[config.mk]
export PLATFORM = sky130hd
export DESIGN_NAME = xadc_drp_poller
export DESIGN_NICKNAME = d
export VERILOG_FILES = /design/src/rtl/xadc_pkg.sv /design/src/rtl/xadc_poll_timer.sv /design/src/rtl/xadc_drp_poller.sv
export SDC_FILE = /design/constraint.sdc
export NUM_CORES = 1
export LEC_CHECK = 0
export ABC_CLOCK_PERIOD_IN_PS = 11550
export CORE_MARGIN = 4
export CORE_UTILIZATION = 55
export DETAILED_ROUTE_END_ITERATION = 16
export GPL_TIMING_DRIVEN = 0
export HOLD_SLACK_MARGIN = 0.03
export PLACE_DENSITY = 0.91
export SLEW_MARGIN = 20
export SYNTH_ARGS = -nofsm -noshare
export SYNTH_HDL_FRONTEND = slang
export SYNTH_SLANG_ARGS = --single-unit
[constraint.sdc]
create_clock -name clk_usb -period 11.55 [get_ports clk_usb]
set_input_delay 3.465 -clock clk_usb [delete_from_list [all_inputs] [get_ports clk_usb]]
set_output_delay 3.465 -clock clk_usb [all_outputs]
set_load 0.02 [all_outputs]
[src/rtl/xadc_pkg.sv]
// Shared constants and types for the XADC DRP poller: sensor addresses,
// the sweep address table, sample width and the DRP access FSM encoding.
package xadc_pkg;

  localparam int ADDR_W    = 7;
  localparam int DATA_W    = 16;
  localparam int SAMPLE_W  = 12;
  localparam int SWEEP_LEN = 4;

  localparam logic [ADDR_W-1:0] ADDR_TEMP   = 7'h00;
  localparam logic [ADDR_W-1:0] ADDR_VCCINT = 7'h01;
  localparam logic [ADDR_W-1:0] ADDR_VCCAUX = 7'h02;
  localparam logic [ADDR_W-1:0] ADDR_VBRAM  = 7'h06;

  typedef logic [1:0] sweep_idx_t;

  typedef enum logic [1:0] {
    ST_IDLE,
    ST_ISSUE,
    ST_WAIT,
    ST_DONE
  } state_e;

  // Sweep order: temperature first, then the three supply rails.
  function automatic logic [ADDR_W-1:0] sweep_addr(input sweep_idx_t idx);
    case (idx)
      2'd0:    return ADDR_TEMP;
      2'd1:    return ADDR_VCCINT;
      2'd2:    return ADDR_VCCAUX;
      default: return ADDR_VBRAM;
    endcase
  endfunction

  function automatic logic [SAMPLE_W-1:0] sample_of(input logic [DATA_W-1:0] d);
    return d[DATA_W-1 -: SAMPLE_W];
  endfunction

endpackage

[src/rtl/xadc_poll_timer.sv]
// Free-running sweep interval timer: counts down while poll_en is high,
// reloads at zero and emits a one-cycle sweep_due pulse.
module xadc_poll_timer #(
  parameter int pPOLL_INTERVAL = 50000
) (
  input  logic clk_usb,
  input  logic reset_n,
  input  logic poll_en,
  output logic sweep_due
);

  localparam int CNT_W = (pPOLL_INTERVAL > 1) ? $clog2(pPOLL_INTERVAL) : 1;
  localparam logic [CNT_W-1:0] RELOAD = CNT_W'(pPOLL_INTERVAL - 1);

  logic [CNT_W-1:0] cnt_q, cnt_d;
  logic             due_q, due_d;

  // NOTE: every _d gets a default before any branch, so no latch is inferred.
  always_comb begin
    cnt_d = cnt_q;
    due_d = 1'b0;
    if (poll_en) begin
      if (cnt_q == '0) begin
        cnt_d = RELOAD;
        due_d = 1'b1;
      end else begin
        cnt_d = cnt_q - CNT_W'(1);
      end
    end
  end

  // NOTE: sequential state uses non-blocking assignments only.
  always_ff @(posedge clk_usb or negedge reset_n) begin
    if (!reset_n) begin
      cnt_q <= RELOAD;
      due_q <= 1'b0;
    end else begin
      cnt_q <= cnt_d;
      due_q <= due_d;
    end
  end

  assign sweep_due = due_q;

endmodule

[src/rtl/xadc_drp_poller.sv]
// Owns the XADC DRP port: arbitrates host accesses against a periodic sensor
// sweep, enforces a drdy timeout and caches the latest sensor readings.
module xadc_drp_poller
  import xadc_pkg::*;
#(
  parameter int pPOLL_INTERVAL = 50000,
  parameter int pTIMEOUT       = 255
) (
  input  logic                clk_usb,
  input  logic                reset_n,
  input  logic                host_req,
  input  logic                host_we,
  input  logic [ADDR_W-1:0]   host_addr,
  input  logic [DATA_W-1:0]   host_din,
  output logic                host_busy,
  output logic                host_done,
  output logic [DATA_W-1:0]   host_dout,
  input  logic                poll_en,
  input  logic                stat_clear,
  output logic [ADDR_W-1:0]   drp_addr,
  output logic                drp_den,
  output logic                drp_dwe,
  output logic [DATA_W-1:0]   drp_din,
  input  logic [DATA_W-1:0]   drp_dout,
  input  logic                drp_drdy,
  output logic [SAMPLE_W-1:0] temp_cur,
  output logic [SAMPLE_W-1:0] vccint_cur,
  output logic [SAMPLE_W-1:0] vccaux_cur,
  output logic [SAMPLE_W-1:0] vbram_cur,
  output logic [SAMPLE_W-1:0] temp_max,
  output logic                sample_valid,
  output logic                timeout_err
);

  localparam logic [7:0] TMO_LAST = 8'(pTIMEOUT - 1);

  // Reset asserts immediately but releases two clocks later, in this domain.
  logic [1:0] rst_sync_q;
  logic       rst_n_int;

  always_ff @(posedge clk_usb or negedge reset_n) begin
    if (!reset_n) rst_sync_q <= 2'b00;
    else          rst_sync_q <= {rst_sync_q[0], 1'b1};
  end
  assign rst_n_int = rst_sync_q[1];

  logic sweep_due;

  xadc_poll_timer #(.pPOLL_INTERVAL(pPOLL_INTERVAL)) u_timer (
    .clk_usb  (clk_usb),
    .reset_n  (rst_n_int),
    .poll_en  (poll_en),
    .sweep_due(sweep_due)
  );

  state_e              state_q, state_d;
  logic [7:0]          tcnt_q, tcnt_d;
  logic                pend_q, pend_d, busy_q, busy_d, cur_host_q, cur_host_d;
  logic                req_we_q, req_we_d;
  logic [ADDR_W-1:0]   req_addr_q, req_addr_d, drp_addr_q, drp_addr_d;
  logic [DATA_W-1:0]   req_din_q, req_din_d, drp_din_q, drp_din_d;
  logic [DATA_W-1:0]   host_dout_q, host_dout_d;
  logic                drp_den_q, drp_den_d, drp_dwe_q, drp_dwe_d;
  logic                host_done_q, host_done_d;
  logic                sweep_act_q, sweep_act_d, sweep_ok_q, sweep_ok_d;
  sweep_idx_t          sweep_idx_q, sweep_idx_d;
  logic [SAMPLE_W-1:0] temp_q, temp_d, vccint_q, vccint_d, vccaux_q, vccaux_d;
  logic [SAMPLE_W-1:0] vbram_q, vbram_d, temp_max_q, temp_max_d;
  logic                sample_valid_q, sample_valid_d, timeout_err_q, timeout_err_d;
  logic                finish, aborted;
  logic [SAMPLE_W-1:0] sample;

  assign sample  = sample_of(drp_dout);
  assign finish  = (state_q == ST_WAIT) && (drp_drdy || tcnt_q == TMO_LAST);
  assign aborted = finish && !drp_drdy;

  always_comb begin
    state_d = state_q;  tcnt_d = tcnt_q;
    pend_d = pend_q;  busy_d = busy_q;  cur_host_d = cur_host_q;
    req_we_d = req_we_q;  req_addr_d = req_addr_q;  req_din_d = req_din_q;
    drp_addr_d = drp_addr_q;  drp_din_d = drp_din_q;
    drp_den_d = 1'b0;  drp_dwe_d = 1'b0;  host_done_d = 1'b0;
    host_dout_d = host_dout_q;
    sweep_act_d = sweep_act_q;  sweep_ok_d = sweep_ok_q;  sweep_idx_d = sweep_idx_q;
    temp_d = temp_q;  vccint_d = vccint_q;  vccaux_d = vccaux_q;  vbram_d = vbram_q;
    temp_max_d = temp_max_q;  sample_valid_d = sample_valid_q;
    timeout_err_d = timeout_err_q;

    if (host_req && !busy_q) begin
      pend_d = 1'b1;  busy_d = 1'b1;
      req_we_d = host_we;  req_addr_d = host_addr;  req_din_d = host_din;
    end
    // A due pulse during an active sweep is dropped, not queued.
    if (sweep_due && !sweep_act_q) begin
      sweep_act_d = 1'b1;  sweep_idx_d = '0;  sweep_ok_d = 1'b1;
    end
    if (stat_clear) begin
      timeout_err_d = 1'b0;  temp_max_d = '0;
    end

    case (state_q)
      ST_IDLE: begin
        if (pend_q) begin
          state_d = ST_ISSUE;  pend_d = 1'b0;  cur_host_d = 1'b1;
          drp_den_d = 1'b1;  drp_dwe_d = req_we_q;
          drp_addr_d = req_addr_q;  drp_din_d = req_din_q;
        end else if (sweep_act_q) begin
          state_d = ST_ISSUE;  cur_host_d = 1'b0;
          drp_den_d = 1'b1;  drp_addr_d = sweep_addr(sweep_idx_q);
        end
      end
      ST_ISSUE: begin
        state_d = ST_WAIT;  tcnt_d = '0;
      end
      ST_WAIT: begin
        if (!finish) tcnt_d = tcnt_q + 8'd1;
        else         state_d = ST_DONE;
      end
      default: state_d = ST_IDLE;
    endcase

    // Results land on the WAIT->DONE edge so they are visible during DONE.
    if (finish) begin
      if (aborted) timeout_err_d = 1'b1;
      if (cur_host_q) begin
        host_done_d = 1'b1;  busy_d = 1'b0;
        if (aborted)        host_dout_d = 16'hFFFF;
        else if (!req_we_q) host_dout_d = drp_dout;
      end else begin
        if (!aborted) begin
          case (sweep_idx_q)
            2'd0: begin
              temp_d = sample;
              if (stat_clear || sample > temp_max_q) temp_max_d = sample;
            end
            2'd1:    vccint_d = sample;
            2'd2:    vccaux_d = sample;
            default: vbram_d  = sample;
          endcase
        end
        if (aborted) sweep_ok_d = 1'b0;
        if (sweep_idx_q == sweep_idx_t'(SWEEP_LEN - 1)) begin
          sweep_act_d = 1'b0;
          if (sweep_ok_q && !aborted) sample_valid_d = 1'b1;
        end else begin
          sweep_idx_d = sweep_idx_q + 2'd1;
        end
      end
    end
  end

  always_ff @(posedge clk_usb or negedge rst_n_int) begin
    if (!rst_n_int) begin
      state_q <= ST_IDLE;  tcnt_q <= '0;
      pend_q <= 1'b0;  busy_q <= 1'b0;  cur_host_q <= 1'b0;
      req_we_q <= 1'b0;  req_addr_q <= '0;  req_din_q <= '0;
      drp_addr_q <= '0;  drp_din_q <= '0;  drp_den_q <= 1'b0;  drp_dwe_q <= 1'b0;
      host_done_q <= 1'b0;  host_dout_q <= '0;
      sweep_act_q <= 1'b0;  sweep_ok_q <= 1'b0;  sweep_idx_q <= '0;
      temp_q <= '0;  vccint_q <= '0;  vccaux_q <= '0;  vbram_q <= '0;
      temp_max_q <= '0;  sample_valid_q <= 1'b0;  timeout_err_q <= 1'b0;
    end else begin
      state_q <= state_d;  tcnt_q <= tcnt_d;
      pend_q <= pend_d;  busy_q <= busy_d;  cur_host_q <= cur_host_d;
      req_we_q <= req_we_d;  req_addr_q <= req_addr_d;  req_din_q <= req_din_d;
      drp_addr_q <= drp_addr_d;  drp_din_q <= drp_din_d;
      drp_den_q <= drp_den_d;  drp_dwe_q <= drp_dwe_d;
      host_done_q <= host_done_d;  host_dout_q <= host_dout_d;
      sweep_act_q <= sweep_act_d;  sweep_ok_q <= sweep_ok_d;  sweep_idx_q <= sweep_idx_d;
      temp_q <= temp_d;  vccint_q <= vccint_d;  vccaux_q <= vccaux_d;  vbram_q <= vbram_d;
      temp_max_q <= temp_max_d;  sample_valid_q <= sample_valid_d;
      timeout_err_q <= timeout_err_d;
    end
  end

  assign host_busy    = busy_q;
  assign host_done    = host_done_q;
  assign host_dout    = host_dout_q;
  assign drp_addr     = drp_addr_q;
  assign drp_den      = drp_den_q;
  assign drp_dwe      = drp_dwe_q;
  assign drp_din      = drp_din_q;
  assign temp_cur     = temp_q;
  assign vccint_cur   = vccint_q;
  assign vccaux_cur   = vccaux_q;
  assign vbram_cur    = vbram_q;
  assign temp_max     = temp_max_q;
  assign sample_valid = sample_valid_q;
  assign timeout_err  = timeout_err_q;

endmodule

# ---- Word-level counts from Yosys, hierarchy flattened
# Cells that the tools add are included.
dict set report word_totals {
  word_cells 121
  inputBits 46
  ff_bits 164
}
dict set report classes {
  order_cmp 1
  n_addsub 3
  reduce_logical 27
  muxes 50
  bitwise_logic 3
  n_eq_ne 10
}
# cell n
set op_table {}
lappend op_table {{12-bit two-way mux} 6}
lappend op_table {{16-bit two-way mux} 3}
lappend op_table {{1-bit two-way mux} 28}
lappend op_table {{4-bit AND reduction} 5}
lappend op_table {{16-bit zero test} 1}
lappend op_table {{8-bit one-hot mux with 2 select lines} 1}
lappend op_table {{16-bit by 1-bit subtractor with 16-bit output (second input constant)} 1}
lappend op_table {{2-bit two-way mux} 7}
lappend op_table {{7-bit two-way mux} 2}
lappend op_table {{12-bit > comparator} 1}
lappend op_table {{3-bit one-hot mux with 3 select lines} 1}
lappend op_table {{8-bit by 1-bit adder with 8-bit output (second input constant)} 1}
lappend op_table {{8-bit == test (second input constant)} 1}
lappend op_table {{8-bit two-way mux} 1}
lappend op_table {{2-bit AND reduction} 4}
lappend op_table {{2-bit == test (second input constant)} 3}
lappend op_table {{2-bit one-hot mux with 3 select lines} 1}
lappend op_table {{1-bit logical AND} 5}
lappend op_table {{2-bit by 1-bit == test with 1-bit output (second input constant)} 2}
lappend op_table {{1-bit zero test} 4}
lappend op_table {{2-bit zero test} 2}
lappend op_table {{2-bit inequality test (second input constant)} 2}
lappend op_table {{2-bit nonzero test} 2}
lappend op_table {{3-bit inequality test (second input constant)} 1}
lappend op_table {{other kinds (6)} 9}

# ---- Longest topological paths before layout
dict set report logic_depth {
  word_depth 7
  depth_mapped 9
}

# ---- Modules after synthesis
# A second synthesis with hierarchy kept.
dict set report hier_totals {
  hier_cells 526
  area_unflattened_um2 6988.0
}
# mod area_each_um2 cells_per_inst instances
set by_module_without_submodules {}
lappend by_module_without_submodules {xadc_drp_poller 6047.0 438 1}
lappend by_module_without_submodules {xadc_poll_timer 940.9 88 1}

# ---- Least setup slack after synthesis
# OpenSTA, ideal clock, no wires.
dict set report synth_timing {
  path_kind {input to register}
  startpoint {in drp_dout[14]}
  endpoint {reg temp_max_q[10] (netlist: temp_max[10])}
  t_arrival_ns 5.202
  setup_ns 0.125
  cell_stages 7
  required_time_ns 11.425
  path_slack_ns 6.223
  cell_sequence {ha_1 > a21oi_1 > nand2_1 > a211o_1 > o31ai_1 > buf_2 > mux2_2}
}
dict set report synth_between {
  elab_chain_len 7
}
# element line
set synth_lines {}
lappend synth_lines {{start: declaration} xadc_drp_poller.sv:24} ;# input logic [DATA_W-1:0] drp_dout,
lappend synth_lines {{12-bit > comparator} xadc_drp_poller.sv:134} ;# if (stat_clear || sample > temp_max_q) temp_max_d = sample;
lappend synth_lines {{1-bit logical OR} xadc_drp_poller.sv:134}
lappend synth_lines {{12-bit two-way mux *} xadc_drp_poller.sv:134}
lappend synth_lines {{12-bit two-way mux *} xadc_drp_poller.sv:131} ;# case (sweep_idx_q)
lappend synth_lines {{12-bit two-way mux *} xadc_drp_poller.sv:130} ;# if (!aborted) begin
lappend synth_lines {{12-bit two-way mux *} xadc_drp_poller.sv:125} ;# if (cur_host_q) begin
lappend synth_lines {{12-bit two-way mux *} xadc_drp_poller.sv:123} ;# if (finish) begin
lappend synth_lines {{net temp_max_d[10]} xadc_drp_poller.sv:68} ;# logic [SAMPLE_W-1:0] vbram_q, vbram_d, temp_max_q, temp_max_d;
lappend synth_lines {{end signal: assignment} xadc_drp_poller.sv:171} ;# temp_max_q <= temp_max_d; sample_valid_q <= sample_valid_d;
lappend synth_lines {{end: declaration} xadc_drp_poller.sv:68}
# Mark *: on every way through the listed nets, which the timed path passes. The rest lies on a longest branch.
# A chain may end at the register's enable or synchronous reset.

# ---- Worst setup path after layout
dict set report layout_timing {
  startpoint {in drp_dout[14]}
  endpoint {reg temp_max_q[7] (netlist: temp_max[7])}
}
dict set report layout_between {
  elab_chain_len 7
}
# element line
set layout_lines {}
lappend layout_lines {{12-bit > comparator} xadc_drp_poller.sv:134}
lappend layout_lines {{1-bit logical OR} xadc_drp_poller.sv:134}
lappend layout_lines {{12-bit two-way mux} xadc_drp_poller.sv:134}
lappend layout_lines {{12-bit two-way mux} xadc_drp_poller.sv:131}
lappend layout_lines {{12-bit two-way mux} xadc_drp_poller.sv:130}
lappend layout_lines {{12-bit two-way mux} xadc_drp_poller.sv:125}
lappend layout_lines {{12-bit two-way mux} xadc_drp_poller.sv:123}
lappend layout_lines {{net temp_max_d[7]} xadc_drp_poller.sv:68}
# The timed path passes the listed nets, and every way through them passes these cells.

==> summary.md <==
The floorplan step defined a die boundary enclosing 14530 sq um. The startpoint of the worst register-to-register path is temp_max[10]$_DFF_PN0_. Clock-pin slew was measured on the worst setup and hold paths at 0.06 ns.

The number of flops mapped to enable cells by yosys is 0, and the mean cell area of the mapped netlist is 12.46 sq um. The cell type with the highest aggregate area in the netlist is sky130_fd_sc_hd__dfrtp_1. The root buffer cell chosen for the clock tree is sky130_fd_sc_hd__clkbuf_16. Counting flops and latches in the post-synthesis netlist gives 164. The longest clock path from root to sink contains 2 buffers. The top cell types in the final layout, fill and taps aside, are 154 x sky130_fd_sc_hd__dfrtp_1, 150 x sky130_fd_sc_hd__clkdlybuf4s50_1, 95 x sky130_fd_sc_hd__mux2_2, 47 x sky130_fd_sc_hd__nand2_1, 45 x sky130_fd_sc_hd__nor2_1. The top-level port count is 151, and the worst setup margin is 5.697 ns. For the number of antenna repair diodes, the log shows 0. For flop-to-flop paths, the worst setup slack is 8.97 ns. The global router's overall resource usage was 25.28%.

Derived from the worst setup path, the maximum achievable clock frequency is 170.8 MHz. Fraction of layout cells with a size suffix above 1: 20.56%. Yosys attributes the largest share of cell area to sky130_fd_sc_hd__dfrtp_1 56%, sky130_fd_sc_hd__mux2_2 15%, sky130_fd_sc_hd__ha_1 4.5%, sky130_fd_sc_hd__dfstp_2 3.4%, sky130_fd_sc_hd__nand2_1 2.5%. Starting utilization of the core area: 57.03%. The worst setup path is launched from an input port. The worst clock skew is 0.007237 ns, and the standard-cell row count is 40. The areal power density over the cells was 269.3 nW/um^2; the quantity of I/O buffers inserted on ports was 150. Wire length per cell after detailed routing: 18.96 um. The worst setup path is captured at a flop.

The worst-case IR drop observed on VDD is 0.1717 mV. The number of cells traversed by the worst register-to-register path was 8. For this run, design rule violations remaining after detail routing come to 0. The run gives 6.17 ns as the arrival time of the worst setup path. The HPWL after detailed placement is 12320 um. The flip-flop cell with the highest count after synthesis is sky130_fd_sc_hd__dfrtp_1. Buffers inserted to repair hold after CTS numbered 0.

Net count of the mapped netlist: 630. Setup repair after global routing left no endpoint under its margin. The tools report the post-synthesis instance area as 6964 sq um. The leakage power is 4.176 nW. The initial DRC count is 297, and the post-cts repair resize count is 0. The number of sinks handled by clock tree synthesis was 164; the number of buffers created by CTS was 17. In this run the horizontal extent of the chip is 120.5 um. Critical path start-end classification: in -> reg. The area growth from synthesis to layout is 33.99%, and the top-area cell type share of the netlist area is 55.70%. The delay of the slowest cell on the worst path was 0.56 ns. The deepest level of the CTS H-tree was 4. After synthesis, the share of flip-flops with an asynchronous set or reset is 100.0%.

The library cell used most frequently in the layout, excluding fill and tap cells, is sky130_fd_sc_hd__dfrtp_1. The max-cap violation count is 0. At the placement stage, the worst setup path has a slack of 5.332 ns. The worst relative slew slack is 50.10%, and the final worst hold slack is 0.2283 ns. Of the synthesized area, sequential elements account for 59.09%. Entering global routing, the biggest net connects 58 pins. The final sum of negative setup slack was 0 ns; the final non-filler cell total was 912.

The first global-routing pass estimated 28440 um of wire. In this run, distinct cell masters in the synthesized netlist total 48. The min-delay analysis places its worst path in the category reg -> async. Walking the worst path, the cells encountered are clkdlybuf4s50_1 -> ha_1 -> a21oi_1 -> nand2_1 -> a211o_1 -> o31ai_1 -> buf_2 -> mux2_2. Using the TritonRoute via totals, the vias-per-cell ratio works out to 5.413. The vertical extent of the die came out at 120.5 um.

The flow ran to the end, and the final reports show no timing, DRC or antenna violations. For the pin with the worst max-slew slack, the measured transition is 0.7485 ns. Setup violations remaining at the end of the flow were counted as 0. Count of final hold-check violations: 0. For this run, the number of Yosys warnings is 0. The count of nets left with antenna violations once routing finished came out at 0. For the finished layout, the period the worst path requires is 5.853 ns.

For this design, the slowest cell found on the critical path is sky130_fd_sc_hd__clkdlybuf4s50_1. The final-stage net count came out at 802. The endpoint identified for the worst register-to-register timing path is temp_max[7]$_DFF_PN0_.

In the synthesized netlist, the number of instances is 559. For the aggregate routed wire length, the log shows 17300 um. The largest fanout on the critical path is 10, and the initial antenna violation count is 0. The pre-antenna-repair detailed-routing pass consisted of 4 iterations. After clock tree synthesis, the setup repair step added 0 buffers. The run gives 4937 as the number of vias in the routed layout. The via count of the first global-routing pass was 5459; the weighted congestion reported at the end of routability-driven placement was 0.8065.

For this run the aggregate overflow at the end of global routing stands at 0. The number of max-slew violations in the final report came out at 0. For the later-pin clock latency in the skew report, the log shows 0.43 ns.

TritonCTS built the clock tree. After detailed placement, the design holds a cell count of 880. The post-route clock period utilization was 50.68%. Data on the critical path is required at its endpoint by 11.86 ns. In this run the standard cell core region covers 12210 sq um.
-- per-stage QoR --
step	instance area, sq um	utilization [%]	power (mW)
after floorplan	6964	-	1.497
after global placement	8676	71.05	1.892
after CTS	9331	76.41	2.529
final	9331	76.41	2.513
after detailed placement	8747	71.63	1.958
after global routing	9331	76.41	2.649
-- final cells by class --
class,count,area [sq um]
sequential,164,4119
buffer,19,80.08
fill,773,2880
inverter,25,106.4
multi-input combinational,351,2663
timing repair buffer,153,1569
clock inverter,11,123.9
tap,168,210.2
clock buffer,21,460.4
-- sequential cells by signal (all words and copies together), names as in the netlist, 2 cells and up --
name,cells
state_q,2
u_timer.cnt_q,16
vccaux_cur,12
rst_sync_q,2
temp_cur,12
drp_addr,7
temp_max,12
vbram_cur,12
req_din_q,16
tcnt_q,8
sweep_idx_q,2
host_dout,16
drp_din,16
vccint_cur,12
req_addr_q,7
-- critical path: cells and delay by family --
kind,cells,cell delay [ns]
adders and majority gates,1,0.42
muxes,1,0.37
buffers and inverters,2,0.91
AOI/OAI and AO/OA,3,0.90
and+or+nand+nor,1,0.09
-- per-layer routing --
layer  part of all wire [%]  up-vias  global-route usage (%)
met1                     38     2424                   28.97
met3                    7.5       49                   7.624
met2                     50      198                   43.00
met5                      0        -                       0
met4                    3.7        0                   12.68
li1                       -     2266                       -
-- kinds of logic (layout without fill, tap and decap cells) --
| family | Yosys count | count (layout) | synth area share (%) |
|---|---|---|---|
| AO/OA/AOI/OAI | 61 | 61 | 5.354 |
| XOR/XNOR | 17 | 17 | 2.138 |
| adder cells (fa/ha/maj) | 25 | 25 | 4.492 |
| buffers and inverters | 44 | 229 | 2.677 |
| flip-flops | 164 | 164 | 59.09 |
| multiplexers | 100 | 100 | 16.08 |
| other | 1 | 1 | 0.05385 |
| AND/OR/NAND/NOR | 147 | 147 | 10.12 |
-- power breakdown --
part           leakage, nW  internal (mW)  total [mW]  switching, mW
Clock                0.280          0.330       0.558          0.228
Sequential            2.07          0.822       0.981          0.158
Combinational         1.83          0.491       0.974          0.483
Total                 4.18           1.64        2.51          0.869
-- cells in the mapped netlist, drive strengths merged (2+ instances only) --
master	number
clkbuf	11
xnor2	11
xor2	6
o21ai	33
o31ai	4
nand2b	3
o22a	2
nand4	6
nor2	52
mux2	95
buf	8
or4	2
and3	3
nor3	5
ha	25
o21a	2
dfstp	9
and2	3
dfrtp	155
nor4	4
mux2i	5
nand2	47
nand3	11
a21oi	9
nor2b	5
a32o	4
inv	24
a21o	2
-- worst max-delay path by stage --
stage                                 start                             to  slack, ns  cells past startpoint
floorplan                      drp_dout[14]         temp_max[10]$_DFF_PN0_       6.22                      7
global placement    rst_sync_q[1]$_DFF_PN0_  u_timer.cnt_q[10]$_DFFE_PN0P_       5.28                      0
detailed placement             drp_dout[14]          temp_max[4]$_DFF_PN0_       5.33                      8
CTS                            drp_dout[14]          temp_max[4]$_DFF_PN0_       5.71                      8
global route                   drp_dout[14]          temp_max[4]$_DFF_PN0_       5.59                      8
finish                         drp_dout[14]          temp_max[7]$_DFF_PN0_       5.70                      8
Power figures use the tool's default switching activity.
